`src/rtl/fetch_unit.sv`:
```
// rtl/fetch_unit.sv - IF stage with PC, imem request, 2-entry skid FIFO and IF/ID register
// Optional feature macro: FETCH_PERF_EN (adds o_perf_fetched / o_perf_stalls counters)
module fetch_unit #(
  parameter logic [31:0] RESET_PC         = 32'h0000_0000,
  parameter int unsigned RST_STALL_CYCLES = 2
) (
  input  logic        i_clk,
  input  logic        i_rst,
  input  logic        i_stall_pc,
  input  logic        i_stall_if_id,
  input  logic        i_redirect,
  input  logic [31:0] i_redirect_pc,
  output logic        o_imem_req,
  output logic [31:0] o_imem_addr,
  input  logic        i_imem_ready,
  input  logic        i_imem_rvalid,
  input  logic [31:0] i_imem_rdata,
  output logic [31:0] o_if_pc,
  output logic [31:0] o_if_inst,
  output logic        o_if_valid,
  output logic        o_rst_stall
`ifdef FETCH_PERF_EN
  ,
  output logic [31:0] o_perf_fetched,
  output logic [31:0] o_perf_stalls
`endif
);

  typedef enum logic {S_HOLD, S_RUN} state_t;

  localparam logic [31:0] NOP = 32'h0000_0013;
  // 0 and 1 both leave HOLD on the first edge after reset release
  localparam logic [3:0] CNT_LAST = (RST_STALL_CYCLES == 0) ? 4'd0 : 4'(RST_STALL_CYCLES - 1);

  state_t      state_q, state_d;
  logic [3:0]  cnt_q, cnt_d;
  logic        rst_stall_q, rst_stall_d;
  logic [31:0] pc_q, pc_d;
  logic        inflight_q, inflight_d;
  logic [31:0] tag_q, tag_d;
  logic [31:0] fifo_pc_q [2];
  logic [31:0] fifo_pc_d [2];
  logic [31:0] fifo_inst_q [2];
  logic [31:0] fifo_inst_d [2];
  logic [1:0]  fifo_cnt_q, fifo_cnt_d;
  logic [31:0] if_pc_q, if_pc_d;
  logic [31:0] if_inst_q, if_inst_d;
  logic        if_valid_q, if_valid_d;

  logic        run;
  logic        redirect;
  logic        credit;
  logic        req;
  logic        accept;
  logic        resp;
  logic        push;
  logic [1:0]  fill;

  // Next-state for the FSM, PC, request tracking, skid FIFO and IF/ID register
  always_comb begin
    state_d     = state_q;
    cnt_d       = cnt_q;
    rst_stall_d = rst_stall_q;
    pc_d        = pc_q;
    inflight_d  = inflight_q;
    tag_d       = tag_q;
    fifo_pc_d   = fifo_pc_q;
    fifo_inst_d = fifo_inst_q;
    fifo_cnt_d  = fifo_cnt_q;
    if_pc_d     = if_pc_q;
    if_inst_d   = if_inst_q;
    if_valid_d  = if_valid_q;
    push        = 1'b0;
    fill        = fifo_cnt_q;

    run      = (state_q == S_RUN);
    redirect = run && i_redirect;
    // Buffered plus outstanding words never exceed FIFO depth
    credit   = ({1'b0, fifo_cnt_q} + {2'b00, inflight_q}) < 3'd2;
    req      = run && !i_stall_pc && !i_redirect && credit;
    accept   = req && i_imem_ready;
    resp     = i_imem_rvalid && inflight_q;

    if (!run) begin
      cnt_d = cnt_q + 4'd1;
      if (cnt_q == CNT_LAST) begin
        state_d     = S_RUN;
        rst_stall_d = 1'b0;
      end
    end

    if (redirect) begin
      pc_d       = i_redirect_pc & ~32'h3;
      inflight_d = 1'b0;
      fifo_cnt_d = 2'd0;
      if_valid_d = 1'b0;
      if_inst_d  = NOP;
    end else begin
      if (accept) begin
        pc_d  = pc_q + 32'd4;
        tag_d = pc_q;
      end
      inflight_d = accept;

      if (!i_stall_if_id) begin
        if (fifo_cnt_q != 2'd0) begin
          if_pc_d        = fifo_pc_q[0];
          if_inst_d      = fifo_inst_q[0];
          if_valid_d     = 1'b1;
          fifo_pc_d[0]   = fifo_pc_q[1];
          fifo_inst_d[0] = fifo_inst_q[1];
          fill           = fifo_cnt_q - 2'd1;
          push           = resp;
        end else if (resp) begin
          if_pc_d    = tag_q;
          if_inst_d  = i_imem_rdata;
          if_valid_d = 1'b1;
        end else begin
          if_valid_d = 1'b0;
          if_inst_d  = NOP;
        end
      end else begin
        push = resp;
      end

      if (push) begin
        fifo_pc_d[fill[0]]   = tag_q;
        fifo_inst_d[fill[0]] = i_imem_rdata;
        fifo_cnt_d           = fill + 2'd1;
      end else begin
        fifo_cnt_d = fill;
      end
    end
  end

  // State registers; reset restarts the post-reset hold sequence
  always_ff @(posedge i_clk or posedge i_rst) begin
    if (i_rst) begin
      state_q        <= S_HOLD;
      cnt_q          <= 4'd0;
      rst_stall_q    <= 1'b1;
      pc_q           <= RESET_PC;
      inflight_q     <= 1'b0;
      tag_q          <= 32'd0;
      fifo_pc_q[0]   <= 32'd0;
      fifo_pc_q[1]   <= 32'd0;
      fifo_inst_q[0] <= NOP;
      fifo_inst_q[1] <= NOP;
      fifo_cnt_q     <= 2'd0;
      if_pc_q        <= 32'd0;
      if_inst_q      <= NOP;
      if_valid_q     <= 1'b0;
    end else begin
      state_q     <= state_d;
      cnt_q       <= cnt_d;
      rst_stall_q <= rst_stall_d;
      pc_q        <= pc_d;
      inflight_q  <= inflight_d;
      tag_q       <= tag_d;
      fifo_pc_q   <= fifo_pc_d;
      fifo_inst_q <= fifo_inst_d;
      fifo_cnt_q  <= fifo_cnt_d;
      if_pc_q     <= if_pc_d;
      if_inst_q   <= if_inst_d;
      if_valid_q  <= if_valid_d;
    end
  end

  assign o_imem_req  = req;
  assign o_imem_addr = pc_q;
  assign o_if_pc     = if_pc_q;
  assign o_if_inst   = if_inst_q;
  assign o_if_valid  = if_valid_q;
  assign o_rst_stall = rst_stall_q;

`ifdef FETCH_PERF_EN
  logic [31:0] perf_fetched_q, perf_fetched_d;
  logic [31:0] perf_stalls_q, perf_stalls_d;

  // Count valid IF/ID loads and RUN cycles spent with IF/ID held
  always_comb begin
    perf_fetched_d = perf_fetched_q;
    perf_stalls_d  = perf_stalls_q;
    if (if_valid_d && !i_stall_if_id) perf_fetched_d = perf_fetched_q + 32'd1;
    if (run && i_stall_if_id) perf_stalls_d = perf_stalls_q + 32'd1;
  end

  // Performance counter registers
  always_ff @(posedge i_clk or posedge i_rst) begin
    if (i_rst) begin
      perf_fetched_q <= 32'd0;
      perf_stalls_q  <= 32'd0;
    end else begin
      perf_fetched_q <= perf_fetched_d;
      perf_stalls_q  <= perf_stalls_d;
    end
  end

  assign o_perf_fetched = perf_fetched_q;
  assign o_perf_stalls  = perf_stalls_q;
`endif

endmodule

```
`config.mk`:
```
export PLATFORM = sky130hd
export DESIGN_NAME = fetch_unit
export DESIGN_NICKNAME = d
export VERILOG_FILES = /design/src/rtl/fetch_unit.sv
export SDC_FILE = /design/constraint.sdc
export NUM_CORES = 1
export LEC_CHECK = 0
export ABC_AREA = 1
export BUFFER_PORTS_ARGS = -buffer_cell sky130_fd_sc_hd__buf_2
export CORE_ASPECT_RATIO = 1.1
export CORE_MARGIN = 5
export CORE_UTILIZATION = 40
export CTS_CLUSTER_DIAMETER = 200
export DETAILED_ROUTE_END_ITERATION = 12
export HOLD_SLACK_MARGIN = 0.05
export PLACE_DENSITY_LB_ADDON = 0.08
export SLEW_MARGIN = 20
export SYNTH_ARGS = -nofsm -noshare
export SYNTH_HDL_FRONTEND = slang
export SYNTH_SLANG_ARGS = --single-unit
```
`constraint.sdc`:
```
create_clock -name i_clk -period 7.8 [get_ports i_clk]
set_input_delay 1.17 -clock i_clk [delete_from_list [all_inputs] [get_ports i_clk]]
set_output_delay 1.17 -clock i_clk [all_outputs]
set_load 0.05 [all_outputs]
```
==> summary by stage <==
Worst setup path
Walking the worst path, the cells encountered are buf_2 -> nand2_1 -> a21oi_4 -> buf_4 -> nand2_2 -> buf_4 -> nand2_1 -> nand3_1 -> nand2_1 -> inv_1. The worst reg-to-reg setup slack is 4.44 ns. The worst register-to-register path ends at fifo_inst_q[32]. Of all nets on the critical path, the largest fanout is 40.

The data arrival time at the worst-slack endpoint is 4.21 ns. For this design, the slowest cell found on the critical path is a21oi_4. The critical register-to-register path startpoint is inflight_q.

STA classifies the critical path startpoint as an input pin. The worst setup path is captured at a flop. The cell occurring most often along the worst timing path is nand2_1. For the worst setup path, the data required time is 8.28 ns.

The worst stage delay on the critical path is 0.69 ns. Measured in cells, the most critical reg-to-reg path has a length of 9. The type of the worst setup path is in2reg.

Floorplanning
The starting density of the core is 40.6%. The die covers 0.0355 sq mm. Pin placement for this block handled 170 I/O pins. The floorplan step set the die height to 197 um. Row generation in the floorplan step produced 68 rows. The die is 180 um wide. The core region is 0.0314 sq mm.

Route
For this block, the via count after detailed routing is 10900. The routed length per instance is 16.0 um. The number of design-rule violations left by the first detailed-router iteration is 665.

The count of unresolved DRC violations after routing is 0. The antenna violation net count after detailed routing is 0. In the routed layout, each cell is associated on average with a via count of 4.94.

The total wirelength of the detailed-routed design is 35400 um. Before antenna repair, the detailed router went through 5 iterations.

Cells and area
From synthesis to final layout, the design area changed by 17.9%. For this run, the post-layout net count is 1840. Leaving out fill and tap cells, the most frequent cells in the layout are 462 x nand2_1, 250 x dfrtp_1, 190 x inv_1.

The post-route netlist has 14.8% of its cells at a drive strength greater than 1. The number of filler cells placed in the layout is 3139. After routing the design area is 0.0150 sq mm. The library cell used most frequently in the layout, excluding fill and tap cells, is nand2_1.

The final antenna diode count is 0.

Yosys
The simple-gate share of the synthesized area is 29.0%. Each instance of the synthesized netlist takes up on average 7.73 sq um. The dominant combinational cell family by area after synthesis is simple AND/OR/NAND/NOR gates. For this run, the number of Yosys warnings is 0. The synthesized design spends more area on one cell type than any other, namely dfrtp_1. Summing the areas of all compound-gate instances in the mapped netlist gives 10.1% of the synthesized area.

The synthesized netlist contains 29 unique library cells. The post-synthesis cell area is 0.0127 sq mm. The gate count of the mapped netlist is 1648. The top cell type's share of synthesized area is 49.1%. Ranked by total cell area, the synthesized netlist is headed by dfrtp_1 49%, nand2_1 14%, nand3_1 6.9%.

The synthesized design contains 260 register bits. Of the post-synthesis cell area, the part taken by muxes is 0%. Summing the areas of all fa, ha and maj instances in the mapped netlist gives 0.295% of the synthesized area. The share of the yosys chip area belonging to registers is 51.2%. The synthesized netlist devotes 0.344% of its cell area to XOR and XNOR gates.

Place
The count of buffers added on input and output ports is 165. The post-placement cell area is 0.0139 sq mm. The post-detailed-placement half-perimeter wirelength is 21800 um. Routability-driven placement finished with a final weighted congestion of 0.888.

Clock network
CTS built an H-tree with a depth of 1. The number of buffers on the longest clock path is 3. The number of clock buffers added by TritonCTS is 30.

The number of setup buffers added after CTS is 0. The clock sink count is 260. TritonCTS built the clock tree. The cts-stage hold buffer count is 0. The clock reaches the later pin of the worst-skew pair after 0.54 ns.

The cell sitting at the root of the clock tree is a clkbuf_16. Clock-pin slew was measured on the worst setup and hold paths at 0.06 ns. Gates resized during post-CTS repair numbered 0.

Job
Across the run, the number of max-cap violations was 0.

Timing
Setup total negative slack on the finished layout was measured at 0 ns. For the finished layout, the period the worst path requires is 3.73 ns. The number of setup violations in the final report is 0. Derived from the worst setup path, the maximum achievable clock frequency is 0.268 GHz. Measured against its own limit, the worst slew margin works out to 38.6%. The final-report max-slew violation count is 0. Between clock sinks in the finished design, the worst skew comes to 0.00625 ns.

Setup repair after global routing left no endpoint under its margin. The number of hold-slack violations in the final timing report is 0. At the pin with the least slew margin, the transition time is 0.922 ns. The share of the clock period used by the worst path is 47.8%.

Pwr
For this design the static power due to leakage is 7.82 nW. The areal power density over the cells is 270 mW/mm^2. Across the VDD grid, the largest voltage drop is 184 uV. The overall power after layout is 0.00405 W.

GRT
After global routing the overflow that remains totals 0. The total global routing track utilization is 19.5%. The number of global-route vias before repair is 10700. The first-pass GRT wire length is 57600 um. The number of antenna violations at the first check in global routing is 0.

The largest net degree at the start of global routing is 160.

Hold path
The startpoint identified for the worst hold timing path is o_rst_stall. The end point of the worst hold path is o_rst_stall. The min-delay analysis places its worst path in the category reg2reg. The worst hold path passes through 2 cells.

Run status
The run finished with clean final reports.
-- layout make-up --
| class | count | area [sq um] | share of cell area, % |
|---|---|---|---|
| clock inverter | 17 | 292 | 1.94 |
| clock buffer | 39 | 866 | 5.76 |
| timing repair buffer | 183 | 973 | 6.48 |
| multi-input combinational | 1094 | 5100 | 34.0 |
| tap | 420 | 526 | 3.50 |
| sequential | 260 | 6520 | 43.4 |
| inverter | 197 | 743 | 4.95 |
-- routing by layer --
metal	wire length, um	part of all wire [%]	track usage [%]	vias to the layer above
li1	-	-	-	5498
met3	1370	3.9	2.32	48
met2	16700	47	33.5	227
met5	0	0	0	-
met1	16500	47	26.6	5140
met4	757	2.1	5.24	0
-- Yosys cell counts (all sizes together) --
library cell,count
xor2,3
conb,1
dfrtp,250
nand3,177
o211ai,6
clkinv,1
nand3b,61
xnor2,2
a22oi,29
o31ai,3
ha,3
dfstp,10
inv,196
nor2,150
nand2,465
or2,1
buf,46
a31oi,33
a21oi,68
o21ai,87
clkbuf,52
nand4,4
-- kinds of logic after synthesis --
group | Yosys count
fa+ha+maj | 3
simple gates | 858
compound gates | 226
buf+inv | 295
xor+xnor | 5
flops | 260
other cells | 1
-- metrics by stage --
| stage | hold WS (ns) | instances | utilization (%) | worst slack, ns |
|---|---|---|---|---|
| 3_5_place_dp | 0.459 | 2154 | 44.2 | 3.49 |
| 6_report | 0.462 | 2210 | 47.9 | 4.07 |
| 3_3_place_gp | 0.452 | 2154 | 44.2 | 3.49 |
| 4_1_cts | 0.467 | 2210 | 47.9 | 4.06 |
| 5_1_grt | 0.489 | 2210 | 47.9 | 3.87 |
| 2_1_floorplan | 0.446 | 1649 | - | 3.21 |
-- worst max-delay path: cells and delay by family --
kind	cells	cell delay, ns
compound gates	1	0.69
buf+inv	4	1.18
simple gates	5	1.07
-- registers in the layout (all words and copies together) (netlist names), 2 cells and up --
signal / cells
o_if_inst: 32
fifo_pc_q: 62
cnt_q: 4
fifo_inst_q: 64
fifo_cnt_q: 2
tag_q: 30
o_imem_addr: 30
o_if_pc: 32
-- worst max-delay path by stage --
stage | start | to | depth (start not counted)
5_1_grt | i_imem_rvalid | fifo_inst_q[58] | 10
6_report | i_imem_rvalid | fifo_inst_q[32] | 10
2_1_floorplan | i_rst | cnt_q[0] | 1
3_5_place_dp | i_imem_rvalid | fifo_pc_q[35] | 10
3_3_place_gp | i_imem_rvalid | fifo_pc_q[35] | 10
4_1_cts | i_imem_rvalid | fifo_pc_q[35] | 10
-- power by group --
| group | total, W | leakage, nW | switching, W | internal [W] |
|---|---|---|---|---|
| Clock | 0.00162 | 0.572 | 0.000576 | 0.00104 |
| Combinational | 0.000740 | 4.26 | 0.000527 | 0.000214 |
| Sequential | 0.00169 | 2.99 | 0.000147 | 0.00155 |
Power figures use the tool's default switching activity.
